**config.mk**
```make
export PLATFORM = sky130hd
export DESIGN_NAME = ly_2257_2_enc
export DESIGN_NICKNAME = d
export VERILOG_FILES = /design/src/rtl/ly_2257_pkg.sv /design/src/rtl/ly_2257_sync2.sv /design/src/rtl/ly_2257_2_enc.sv
export SDC_FILE = /design/constraint.sdc
export NUM_CORES = 1
export LEC_CHECK = 0
export CORE_ASPECT_RATIO = 1.2
export CORE_MARGIN = 2
export CORE_UTILIZATION = 51
export CTS_BUF_LIST = sky130_fd_sc_hd__clkbuf_8
export DETAILED_ROUTE_END_ITERATION = 10
export PLACE_DENSITY = 0.76
export SETUP_SLACK_MARGIN = 0.15
export SYNTH_ARGS = -nofsm -noshare
export SYNTH_HDL_FRONTEND = slang
export SYNTH_HIERARCHICAL = 1
export SYNTH_SLANG_ARGS = --single-unit
```
**constraint.sdc**
```tcl
create_clock -name clk -period 1.95 [get_ports clk]
set_clock_uncertainty 0.15 [all_clocks]
set_input_delay 0.39 -clock clk [delete_from_list [all_inputs] [get_ports clk]]
set_output_delay 0.39 -clock clk [all_outputs]
set_load 0.1 [all_outputs]
```
**src/rtl/ly_2257_pkg.sv**
```systemverilog
// ly_2257_pkg: shared widths, FSM states and light-bar pattern encoder
package ly_2257_pkg;

    localparam int CODE_W = 7;
    localparam int LVL_W  = 3;
    localparam int CNT_W  = 4;
    localparam int N_LVL  = 7;

    typedef enum logic {STABLE, SETTLING} state_t;

    typedef struct packed {
        logic             ok;
        logic [LVL_W-1:0] lvl;
    } enc_t;

    localparam logic [CODE_W-1:0] LEGAL [N_LVL] = '{
        7'b0000000, 7'b0000001, 7'b0000011, 7'b0000111,
        7'b0001111, 7'b0011111, 7'b0111111
    };

    function automatic enc_t encode(input logic [CODE_W-1:0] c);
        enc_t r;
        r.ok  = 1'b0;
        r.lvl = '0;
        for (int i = 0; i < N_LVL; i++)
            if (c == LEGAL[i]) begin
                r.ok  = 1'b1;
                r.lvl = LVL_W'(i);
            end
        return r;
    endfunction

endpackage

```
**src/rtl/ly_2257_sync2.sv**
```systemverilog
// ly_2257_sync2: parameterized-width two-flop synchronizer
module ly_2257_sync2 #(
    parameter int W = 1
) (
    input  logic         clk,
    input  logic         rst,
    input  logic [W-1:0] d,
    output logic [W-1:0] q
);

    logic [W-1:0] s1;

    always_ff @(posedge clk or posedge rst)
        if (rst) begin
            s1 <= '0;
            q  <= '0;
        end else begin
            s1 <= d;
            q  <= s1;
        end

endmodule

```
**src/rtl/ly_2257_2_enc.sv**
```systemverilog
// ly_2257_2_enc: debounced light-bar to level encoder with update pulse and illegal flag
module ly_2257_2_enc
    import ly_2257_pkg::*;
#(
    parameter int STABLE_CYCLES = 4
) (
    input  logic              clk,
    input  logic              rst,
    input  logic [CODE_W-1:0] codein,
    output logic [LVL_W-1:0]  Q,
    output logic              upd,
    output logic              err
);

    localparam logic [CNT_W-1:0] LAST = CNT_W'(STABLE_CYCLES - 1);

    logic [CODE_W-1:0] s2, cand;
    logic [CNT_W-1:0]  cnt;
    state_t            state;
    enc_t              e;

    ly_2257_sync2 #(.W(CODE_W)) u_sync (
        .clk (clk),
        .rst (rst),
        .d   (codein),
        .q   (s2)
    );

    assign e = encode(cand);

    // any change of s2 restarts the settle, whatever the current state
    always_ff @(posedge clk or posedge rst)
        if (rst) begin
            cand  <= '0;
            cnt   <= '0;
            state <= STABLE;
            Q     <= '0;
            upd   <= 1'b0;
            err   <= 1'b0;
        end else begin
            upd <= 1'b0;
            if (s2 != cand) begin
                cand  <= s2;
                cnt   <= '0;
                state <= SETTLING;
            end else if (state == SETTLING) begin
                if (cnt == LAST) begin
                    state <= STABLE;
                    err   <= !e.ok;
                    if (e.ok) begin
                        Q   <= e.lvl;
                        upd <= e.lvl != Q;
                    end
                end else
                    cnt <= cnt + 1'b1;
            end
        end

endmodule

```
==> impl_metrics.json, run 1 <==
{
  "worst_slack_ps": -65.83,
  "cts_tree": "yes",
  "min_from": "u_sync/s1[5]",
  "root_buffer": "clkbuf_8",
  "gr-usage-all-layers": 0.1782,
  "die_w_um": 48.74,
  "setup-violations-final": 4,
  "r2r_start": "cand[2]",
  "reg2regPathDepth": 5,
  "finalInstanceArea_um2": 1702,
  "synthToLayoutAreaGrowth_pct": 38.92,
  "port_buffers": 13,
  "max_freq_mhz": 496.1,
  "dp_hpwl_um": 1435,
  "syn-mean-instance-area_um2": 11.89,
  "p_per_area_nw_per_um2": 833.4,
  "layout.cells.non_filler": 164,
  "drive_gt1_frac": 0.3158,
  "cp-end-kind": "register",
  "wl_per_cell_um": 13.24,
  "gr-total-overflow": 0,
  "wl_um": 2172,
  "numCtsBuffers": 5,
  "clk_pin_slew_worst_paths_ps": 70,
  "cp-start-kind": "register",
  "grt_pass1_vias": 834,
  "cts_buffer_depth": 2,
  "die_h_um": 57.69,
  "ant_nets": 0,
  "worst-setup-path-type": "reg2reg",
  "period_needed_ps": 2016,
  "p_leak_nw": 0.7608,
  "pin_count": 14,
  "core_um2": 2282,
  "run_status": "finished with violations",
  "initial_core_util": 0.5367,
  "cts-hold-fix-buffers": 0,
  "relSlewSlack": 0.6806,
  "htree_levels": 2,
  "crit_required_ps": 1970,
  "regToRegEndpoint": "Q[0]",
  "irDropWorstVdd_mv": 0.7851,
  "clock_latency_ps": 290,
  "cp.arrival_ps": 2030,
  "ys_types": 31,
  "syn-instance-count": 103,
  "holdWs_ps": 194.5,
  "drt_iter0_markers": 9,
  "final_common_cell": "dfrtp_1",
  "row_count": 19,
  "ys_seq_area_frac": 0.6333,
  "num_vias": 811,
  "viasPerCell": 4.945,
  "grt_max_degree": 18,
  "yosys_warnings": 6,
  "reg2reg_slack_ps": -70,
  "rsz0062_at_grt": "true",
  "cap_violations": 0,
  "place_congestion": 0.8761,
  "cts_sinks": 31,
  "mostFrequentLayoutCells": "30 x dfrtp_1, 19 x buf_4, 10 x xor2_1, 8 x clkdlybuf4s50_1",
  "grt_antenna_before_repair": 0,
  "nNetsFinal": 142,
  "synth_fp_nets": 113,
  "min_period_over_period": 1.034,
  "slew_violations": 0,
  "min_to": "u_sync/q[5]",
  "diodes": 0,
  "power_w": 0.001418,
  "cp_max_fo": 3,
  "drc": 0,
  "min_path_type": "reg2reg",
  "hold_viol_final": 0,
  "die_area_um2": 2812,
  "synth_area_um2": 1225,
  "place_area_um2": 1488,
  "ys_ff_latch": 31,
  "worstMarginPinSlew_ps": 478.6,
  "grt_first_pass_wirelength_um": 3532,
  "violations": "setup timing",
  "dr.pass1.iters": 4,
  "dp.cells": 149,
  "pre_cts_ws_ps": -81.91,
  "hold_depth": 0
}
==> cell families (layout without fill, tap and decap cells) <==
group                    after synthesis  after routing  synth area share
XOR/XNOR                              13             13           0.09295
multiplexers                           2              2           0.02145
flip-flops                            31             31            0.6333
AO/OA/AOI/OAI                         11             11           0.05823
buffers and inverters                 15             45           0.05311
adder cells (fa/ha/maj)                1              1           0.01021
AND/OR/NAND/NOR                       30             30            0.1308
==> how the worst max path moves through the flow <==
stage / from / to / slack (ps) / cells after the start
6_report: cand[2] / Q[0] / -70 / 5
5_1_grt: cand[2] / Q[0] / -160 / 5
4_1_cts: cand[3] / Q[0] / -40 / 5
3_5_place_dp: cand[2] / Q[0] / -80 / 5
3_3_place_gp: cand[2] / Q[0] / -40 / 5
2_1_floorplan: cand[3] / Q[0] / -70 / 6
==> flip-flops by register name, summed over array words and instances (netlist names) <==
signal and cells:
u_sync/q 7, u_sync/s1 7, cand 7, err 1, Q 3, cnt 4
state 1, upd 1
==> cell usage after synthesis <==
cell type	count	share of area
dfrtp_1	31	0.63
xor2_1	10	0.071
clkbuf_1	8	0.025
nand2_1	6	0.018
nand3_1	6	0.025
nor2_1	6	0.018
inv_1	5	0.015
a21oi_1	3	0.012
nand4_1	3	0.015
xnor2_1	3	0.021
o21ai_0	2	0.0082
a21boi_1	1	0.0061
a21o_1	1	0.0061
a21oi_2	1	0.0072
a31oi_1	1	0.0051
and2_1	1	0.0051
and3_1	1	0.0051
buf_2	1	0.0041
buf_6	1	0.0092
ha_1	1	0.010
mux2_2	1	0.0092
mux2_4	1	0.012
nand2b_1	1	0.0051
nor3_1	1	0.0041
nor3b_1	1	0.0061
nor4_1	1	0.0051
nor4b_1	1	0.0072
o2bb2ai_1	1	0.0072
o31ai_1	1	0.0061
or2_4	1	0.0072
or4_4	1	0.0092
==> timing repair <==
action / CTS / global route
pin swaps: 2 / 1
gates resized for setup: 4 / 3
setup endpoints to repair: 5 / 5
buffers inserted: 5 / 2
==> critical path: stages, from the launching register on <==
cell and delay, ps:
dfrtp_2 430, xor2_1 180, nor4_2 330, nand4_1 220, or2_4 310, mux2_4 290
==> layout make-up <==
cell class / count / area (um^2)
Clock inverter: 2 / 35.03
Tap cell: 31 / 38.79
Clock buffer: 6 / 82.58
Inverter: 5 / 18.77
Timing Repair Buffer: 32 / 322.8
Sequential cell: 31 / 777.0
Fill cell: 157 / 580.6
Multi-Input combinational cell: 57 / 426.7
==> layer usage <==
metal	wire length [um]	vias up	global-route usage	part of all wire
li1	-	394	-	-
met1	807	393	0.1773	0.37
met2	1209	19	0.3131	0.56
met3	91	5	0.06186	0.042
met4	63	0	0.1224	0.029
met5	0	-	0	0
==> metrics by stage <==
step | TNS (ps) | utilization
2_1_floorplan | -67.40 | -
4_1_cts | -47.35 | 0.7264
6_report | -145.3 | 0.7456
3_3_place_gp | -52.33 | 0.6519
5_1_grt | -599.5 | 0.7456
3_5_place_dp | -189.8 | 0.6519
==> power breakdown <==
part	leakage, nW	internal (W)	switching, W
clock	0.0612	0.000413	0.000232
sequential	0.378	0.000666	0.0000138
combinational	0.321	0.0000521	0.0000419
Power figures use the tool's default switching activity.
==> run 2: changes to the inputs <==
--- a/config.mk
+++ b/config.mk
@@ -10,6 +10,7 @@
 export CORE_UTILIZATION = 51
 export CTS_BUF_LIST = sky130_fd_sc_hd__clkbuf_8
 export DETAILED_ROUTE_END_ITERATION = 10
+export HOLD_SLACK_MARGIN = 0.02
 export PLACE_DENSITY = 0.76
 export SETUP_SLACK_MARGIN = 0.15
 export SYNTH_ARGS = -nofsm -noshare
==> results of run 2 <==
Same layout as run 1: the final DEF is identical, and so are final timing and power.
